<file path="config.mk">
export PLATFORM = sky130hd
export DESIGN_NAME = mem_ctrl
export DESIGN_NICKNAME = d
export VERILOG_FILES = /design/src/rtl/cpu_pkg.sv /design/src/rtl/mem_ctrl.sv
export SDC_FILE = /design/constraint.sdc
export NUM_CORES = 1
export LEC_CHECK = 0
export BUFFER_PORTS_ARGS = -buffer_cell sky130_fd_sc_hd__buf_4
export CELL_PAD_IN_SITES_DETAIL_PLACEMENT = 1
export CELL_PAD_IN_SITES_GLOBAL_PLACEMENT = 2
export CORE_MARGIN = 5
export CORE_UTILIZATION = 29
export DETAILED_ROUTE_END_ITERATION = 8
export GPL_TIMING_DRIVEN = 0
export MAX_ROUTING_LAYER = met4
export PLACE_DENSITY = 0.85
export RECOVER_POWER = 50
export SLEW_MARGIN = 20
export SYNTH_ARGS = -nofsm -noshare
export SYNTH_HDL_FRONTEND = slang
export SYNTH_SLANG_ARGS = --single-unit
</file>
<file path="constraint.sdc">
create_clock -name clk -period 4.6 [get_ports clk]
set_input_delay 0 -clock clk [delete_from_list [all_inputs] [get_ports clk]]
set_output_delay 0 -clock clk [all_outputs]
set_load 0.005 [all_outputs]
</file>
<file path="src/rtl/cpu_pkg.sv">
// Shared CPU types: memory-controller FSM state encoding and counter sizing.
package cpu_pkg;

  typedef enum logic [1:0] {
    IDLE   = 2'd0,
    ACCESS = 2'd1,
    WAIT   = 2'd2,
    DONE   = 2'd3
  } mem_state_e;

  localparam int unsigned WAIT_CNT_W = 4;

endpackage

</file>
<file path="src/rtl/mem_ctrl.sv">
// CPU-to-RAM bridge: latches one request, strobes the RAM once, waits out its
// latency and reports completion (or an illegal-access fault) via ready.
module mem_ctrl
  import cpu_pkg::*;
#(
  parameter int ADDR_WIDTH  = 16,
  parameter int WAIT_STATES = 2
) (
  input  logic                  clk,
  input  logic                  rst_n,
  input  logic                  mem_rd,
  input  logic                  mem_wr,
  input  logic [31:0]           addr,
  input  logic [31:0]           wdata,
  output logic [31:0]           rdata,
  output logic                  ready,
  output logic                  fault,
  output logic                  ram_cs,
  output logic                  ram_we,
  output logic [ADDR_WIDTH-1:0] ram_addr,
  output logic [31:0]           ram_wdata,
  input  logic [31:0]           ram_rdata
);

  localparam logic [WAIT_CNT_W-1:0] WAIT_LOAD = WAIT_CNT_W'(WAIT_STATES);

  mem_state_e            state, state_next;
  logic                  armed;
  logic [WAIT_CNT_W-1:0] cnt;
  logic [ADDR_WIDTH-1:0] addr_q;
  logic [31:0]           wdata_q;
  logic                  is_wr;
  logic                  fault_q;

  logic [31:0] addr_high;
  logic        illegal;
  logic        accept;
  logic        enter_done_access;

  assign addr_high = addr >> (ADDR_WIDTH + 2);
  assign illegal   = (addr[1:0] != 2'b00) || (addr_high != 32'd0) || (mem_rd && mem_wr);
  assign accept    = (state == IDLE) && armed && (mem_rd || mem_wr);
  assign enter_done_access = ((state == ACCESS) && (WAIT_STATES == 0)) ||
                             ((state == WAIT) && (cnt == WAIT_CNT_W'(1)));

  always_ff @(posedge clk or negedge rst_n) begin
    if (!rst_n) state <= IDLE;
    else        state <= state_next;
  end

  always_comb begin
    state_next = state;
    case (state)
      IDLE:    if (accept) state_next = illegal ? DONE : ACCESS;
      ACCESS:  state_next = (WAIT_STATES == 0) ? DONE : WAIT;
      WAIT:    if (cnt == WAIT_CNT_W'(1)) state_next = DONE;
      DONE:    state_next = IDLE;
      default: state_next = IDLE;
    endcase
  end

  // Request latch, wait counter and read-data capture
  always_ff @(posedge clk or negedge rst_n) begin
    if (!rst_n) begin
      armed   <= 1'b1;
      cnt     <= '0;
      addr_q  <= '0;
      wdata_q <= '0;
      is_wr   <= 1'b0;
      fault_q <= 1'b0;
      rdata   <= '0;
    end else begin
      // An idle-low sample re-arms even in DONE, so a dropped level is never missed
      if (!mem_rd && !mem_wr)  armed <= 1'b1;
      else if (state == DONE)  armed <= 1'b0;

      if (accept) begin
        addr_q  <= addr[ADDR_WIDTH+1:2];
        wdata_q <= wdata;
        is_wr   <= mem_wr;
        fault_q <= illegal;
        if (illegal && mem_rd) rdata <= '0;
      end

      if (state == ACCESS)    cnt <= WAIT_LOAD;
      else if (state == WAIT) cnt <= cnt - WAIT_CNT_W'(1);

      if (enter_done_access && !is_wr) rdata <= ram_rdata;
    end
  end

  always_comb begin
    ready     = (state == IDLE) || (state == DONE);
    fault     = (state == DONE) && fault_q;
    ram_cs    = (state == ACCESS);
    ram_we    = (state == ACCESS) && is_wr;
    ram_addr  = addr_q;
    ram_wdata = wdata_q;
  end

endmodule

</file>
==> results.toml, run 1 <==
[finish]
area_growth_pct = 72.01
nFillCells = 1348
drive_gt1_share_pct = 40.03
layout.nets = 685

[outcome]
outcome = "finished, violations left"
violations = "max-capacitance violations, max-slew violations"

[critical_path]
critPathLaunchType = "primary input"
slowest_stage = "clkbuf_2"
critical_path.cell_chain = "dlygate4sd3_1 -> clkbuf_2"
crit_required_ns = 4.58
path_delay_family = "buffers and inverters"
critPathArrivalTime_ns = 2.20
r2r-start = "cnt[1]"
crit_buf_inv = 2
rrSetupSlack_ns = 2.46
worst-setup-path-type = "in2async"
critPathCaptureType = "asynchronous set/reset pin"
setup.worst_path.start = "rst_n"
max_stage_delay_ns = 1.56
critPathMaxFanout = 89

[pwr]
total_leakage_power_nw = 2.938
p_clk_share_pct = 22.3
p_sw_share_pct = 31.51
power_mw = 3.507
seq_power_share_pct = 39.1
comb_power_share_pct = 38.6
power_density_nw_per_um2 = 560.9
p_switching_mw = 1.105
vdd_drop_max_mv = 0.2595
p_int_mw = 2.402

[logic_synthesis]
seq_area_frac_synth_pct = 61.31
synthAdderAreaFrac_pct = 2.410
synth.area.top_cells = "dfrtp_1 (61%), mux2_2 (15%), nand2_1 (6.9%), a21oi_1 (4.5%), ha_1 (2.4%)"
yosysTopAreaCellShare_pct = 60.59
netlist_area_um2 = 3635
syn_inst = 300
yosys_warnings = 0
synth_top_family_by_area = "multiplexers"
yosysTopAreaCell = "dfrtp_1"
yosys.area_share.simple_pct = 10.29
synth.distinct_cells = 28
ys_seq_elements = 89
synth_area_per_cell_um2 = 12.12
synth_fp_nets = 407
synth_compound_area_share_pct = 6.747
synth.area.mux_share_pct = 15.77
synth-xor-area-share_pct = 0

[route]
drt-pass1-iter-count = 4
via_count = 3395
finalWirelength_um = 12750
drtIter0Drc = 138
drcViolationCount = 0
ant_nets = 0
vias_per_cell = 4.515
wl_per_cell_um = 16.96

[floorplan]
top_level_ports = 184
fp.dieW_um = 122.0
initial_utilization_pct = 29.89
die_y_um = 122.0
dieArea_um2 = 14870
core_area_um2 = 12160
rows = 40

[grt]
grt_max_degree = 90
grt_busiest_layer = "met2"
use_met1_pct = 18.94
grt_use_met3_pct = 4.921
first_global_vias = 3895
grt_use_met2_pct = 32.46
grt_pass1_wl_um = 20200
antenna_found_initial = 1
track_usage_pct = 18.25
grt_overflow = 0

[cts]
clk_pin_slew_worst_paths_ns = 0.06
post-cts-setup-buffers = 0
cts-buffers-inserted = 9
clk_path_buf_depth = 2
cts_htree_levels = 3
cts-root-buf = "clkbuf_16"
insertion_delay_ns = 0.34
cts_tree = "built"
clock_sinks = 89

[worst_hold_path]
hp-start = "addr[25]"
min_path_type = "in2reg"

[timing]
worst_pin_slew_ns = 2.270
fin_skew_ns = 0.006328
hold_viol = 0
finalCritPeriodShare_pct = 48.23
rsz0062_at_grt = "no"
max_clock_freq_mhz = 450.8
drv_slew = 90
layout_min_cycle_time_ns = 2.218
tns_ns = 0
relSlewSlack_pct = -51.36
finalSetupViolCount = 0

[placement]
dpl.hpwl_um = 8395
port_buffers = 183
gp_congestion = 0.7485

[run]
max_cap_violations = 1
## cells in the mapped netlist
| library cell | n |
|---|---|
| a211oi_1 | 2 |
| a21o_1 | 1 |
| a21oi_1 | 33 |
| a22oi_1 | 1 |
| a31oi_1 | 2 |
| and2_1 | 2 |
| and3_1 | 1 |
| buf_2 | 11 |
| buf_6 | 4 |
| dfrtp_1 | 88 |
| dfstp_2 | 1 |
| ha_1 | 7 |
| inv_1 | 7 |
| mux2_2 | 50 |
| mux2i_1 | 1 |
| nand2_1 | 67 |
| nand3_1 | 3 |
| nor2_1 | 5 |
| nor3_1 | 1 |
| nor3b_4 | 1 |
| nor4_1 | 3 |
| o211ai_1 | 1 |
| o21ai_0 | 3 |
| o22ai_1 | 1 |
| o2bb2ai_1 | 1 |
| or3b_1 | 1 |
| or3b_4 | 1 |
| or4_1 | 1 |
## per-stage QoR
step / setup slack [ns] / instance area (µm²) / utilization, % / hold slack, ns / cells
finish: 2.382 / 6252 / 51.41 / 0.1552 / 752
global route: 1.904 / 6250 / 51.39 / 0.1580 / 751
CTS: 2.363 / 6374 / 52.41 / 0.1260 / 750
detailed placement: 2.373 / 5223 / 42.94 / 0.1396 / 651
global placement: 2.398 / 5219 / 42.91 / 0.1807 / 651
floorplan: 2.777 / 3635 / - / -0.2956 / 300
## cell usage in the layout (no fill, tap or decap), drive strengths merged, types with 2 or more instances in the layout
cell type / instances
nand2: 67
clkinv: 2
mux2: 50
o21ai: 3
nand3: 3
nor4: 3
ha: 7
and2: 2
a31oi: 2
a21oi: 33
inv: 7
diode: 2
or3b: 2
nor2: 5
a211oi: 2
dlygate4sd3: 84
clkbuf: 91
buf: 117
dfrtp: 88
bufinv: 2
## per-layer routing
layer / vias up / part of all wire (%)
met5: - / 0
met4: 0 / 3.1
met2: 131 / 53
met3: 24 / 6.9
li1: 1573 / -
met1: 1667 / 37
## flip-flops by register name, summed over array words and instances, names as in the netlist
signal and count:
state 2, rdata 32, is_wr 1, ram_wdata 32, armed 1, fault_q 1, cnt 4, ram_addr 16
## cell type report
type / instances / area [µm²] / share of cell area [%]
Sequential cell: 89 / 2228 / 35.64
Timing Repair Buffer: 267 / 2092 / 33.46
Multi-Input combinational cell: 189 / 1280 / 20.47
Clock buffer: 10 / 229.0 / 3.662
Tap cell: 168 / 210.2 / 3.362
Buffer: 15 / 100.1 / 1.601
Clock inverter: 5 / 81.33 / 1.301
Inverter: 7 / 26.28 / 0.4203
Antenna cell: 2 / 5.005 / 0.08005
## power groups by stage
stage          sequential, mW  combinational [mW]  clock [mW]
2_1_floorplan            1.38               0.602           0
3_3_place_gp             1.36                1.38           0
3_5_place_dp             1.39                1.42           0
4_1_cts                  1.38                1.49       0.803
5_1_grt                  1.42                1.50       0.836
6_report                 1.37                1.35       0.781
## kinds of logic (layout without fill, tap and decap cells)
group                      Yosys count  count (layout)
buffers and inverters               22             304
adders and majority gates            7               7
and+or+nand+nor                     86              86
muxes                               51              51
other                                0               2
AOI/OAI and AO/OA                   45              45
DFF                                 89              89
## final timing paths
path | to | cells past startpoint
hold / removal | fault_q | 5
setup reg to reg | rdata[22] | 7
max in group clk | rdata[22] | 7
hold reg to reg | fault_q | 2
setup / recovery | cnt[3] | 2
min in group asynchronous | rdata[5] | 2
## what timing repair did
action | 4_1_cts | 5_1_grt
endpoints found under the hold margin | 170 | 0
endpoints found under the setup margin | 0 | 0
hold buffers | 84 | 0
gates resized for setup | 0 | 0
(Power assumes the default switching activity.)
==> run 2: changes to the inputs <==
CORE_UTILIZATION = 27   (was 29)
PLACE_DENSITY = 0.8   (was 0.85)
clock period = 2.1 ns   (was 4.6 ns; I/O delays follow)
==> run 2 against run 1 <==
Compared with the run above: the run now ends clean; die area grew 6.8%; worst setup slack worse by 2.2 ns; hold slack gained 0.032 ns; utilization fell by 3.7 points; register-to-register slack got worse by 2.3 ns; wire length fell by 3.0%; sequential cell count did not move; final area grew 0.98%; first-iteration DRC count shrank 39%; critical path type is now reg2reg; critical endpoint is now rdata[10]; highest routed layer unchanged.
==> results.toml, run 2 (synthesized netlist as in run 1, its figures left out) <==
[outcome]
outcome = "complete, no violations"

[critical_path]
critical_path.cell_chain = "inv_1 -> ha_1 -> or3b_4 -> or3b_1 -> buf_6 -> buf_6 -> nand2_1 -> a21oi_1"
crit_required_ns = 2.32
critPathCaptureType = "flip-flop"
max_stage_delay_ns = 0.41
critPathArrivalTime_ns = 2.18
slowest_stage = "or3b_1"
crit_buf_inv = 3
worst-setup-path-type = "reg2reg"
cp_common_cell = "buf_6"
critPathLaunchType = "flip-flop"
path_delay_family = "simple AND/OR/NAND/NOR gates"
critPathMaxFanout = 10

[timing]
worst_pin_slew_ns = 1.233
max_clock_freq_mhz = 510.9
fin_skew_ns = 0.004951
tns_ns = 0
relSlewSlack_pct = 17.82
hold_viol = 0
layout_min_cycle_time_ns = 1.957
finalSetupViolCount = 0
rsz0062_at_grt = "no"
finalCritPeriodShare_pct = 93.21
drv_slew = 0

[finish]
drive_gt1_share_pct = 40.96
layout.nets = 688
area_growth_pct = 73.70
finalNonFillerCells = 762
nFillCells = 1451
mostFrequentLayoutCell = "buf_4"
final_cell_mix = "buf_4 (105), dfrtp_1 (88), dlygate4sd3_1 (84)"
num_antenna_cells = 0

[grt]
track_usage_pct = 16.38
grt_overflow = 0
first_global_vias = 3810
grt_pass1_wl_um = 20070
grt_max_degree = 90
antenna_found_initial = 0

[pwr]
total_leakage_power_nw = 2.956
vdd_drop_max_mv = 0.5169
power_density_nw_per_um2 = 1223
power_mw = 7.721

[floorplan]
dieArea_um2 = 15880
core_area_um2 = 13240
fp.dieW_um = 126.0
die_y_um = 126.0
top_level_ports = 184
initial_utilization_pct = 27.45
rows = 42

[route]
drcViolationCount = 0
ant_nets = 0
finalWirelength_um = 12370
drt-pass1-iter-count = 4
via_count = 3360
vias_per_cell = 4.409
wl_per_cell_um = 16.24
drtIter0Drc = 84

[cts]
clk_pin_slew_worst_paths_ns = 0.06
cts-root-buf = "clkbuf_16"
cts-buffers-inserted = 9
insertion_delay_ns = 0.34
clk_path_buf_depth = 2
cts_tree = "built"
clock_sinks = 89
cts_htree_levels = 3

[placement]
gp_congestion = 0.7573
dpl.hpwl_um = 8588
port_buffers = 183
dp.cells = 659

[run]
max_cap_violations = 0

[worst_hold_path]
min_path_type = "in2reg"
[run 2: worst reg2reg max path: cells and delay by family (launching register included)]
family | cells | cell delay (ns)
compound gates | 1 | 0.07
fa+ha+maj | 1 | 0.13
buf+inv | 3 | 0.37
flops | 1 | 0.40
simple gates | 3 | 0.87
[run 2: per-stage QoR]
stage / utilization, % / worst slack (ns) / hold WS (ns) / cell area [µm²]
floorplan: - / 0.2768 / -0.2956 / 3635
global placement: 39.48 / -0.09545 / 0.1832 / 5229
detailed placement: 39.51 / -0.1367 / 0.1403 / 5233
CTS: 48.32 / 0.04149 / 0.1488 / 6399
global route: 47.68 / 0.01841 / 0.2017 / 6314
finish: 47.68 / 0.1427 / 0.1870 / 6314
[run 2: layout make-up]
cell class / count / area (µm²) / area share [%]
plain buffers: 15 / 105.1 / 1.665
well taps: 176 / 220.2 / 3.488
flip-flops and latches: 89 / 2228 / 35.30
clock inverters: 7 / 95.09 / 1.506
repair buffers: 270 / 2121 / 33.59
clock buffers: 9 / 225.2 / 3.567
inverters: 7 / 26.28 / 0.4162
multi-input cells: 189 / 1292 / 20.47
[run 2: final timing paths]
check                              start           to  slack (ns)  depth (start not counted)
worst min register to register   fault_q      fault_q        0.49                          2
worst min-delay path            addr[18]      fault_q        0.19                          5
max in group asynchronous          rst_n  ram_addr[7]        0.83                          2
worst max-delay path              cnt[1]    rdata[10]        0.14                          8
worst max register to register    cnt[1]    rdata[10]        0.14                          8
min in group asynchronous          rst_n    rdata[12]        0.50                          2
[run 2: per-layer routing]
| metal | vias up | track usage, % | part of all wire, % |
|---|---|---|---|
| li1 | 1580 | - | - |
| met1 | 1634 | 18.08 | 38 |
| met2 | 123 | 28.42 | 53 |
| met3 | 23 | 3.895 | 6.2 |
| met4 | 0 | 6.688 | 2.9 |
| met5 | - | - | 0 |
[run 2: report_power, final]
part	internal (mW)	switching, mW
Sequential	2.54	0.471
Clock	1.04	0.693
Combinational	1.71	1.27
Total	5.29	2.43
[run 2: timing repair]
item	4_1_cts	5_1_grt
buffers inserted	0	3
hold buffers	84	0
setup endpoints to repair	30	73
gates resized for setup	1	3
pin swaps	0	2
endpoints found under the hold margin	170	0
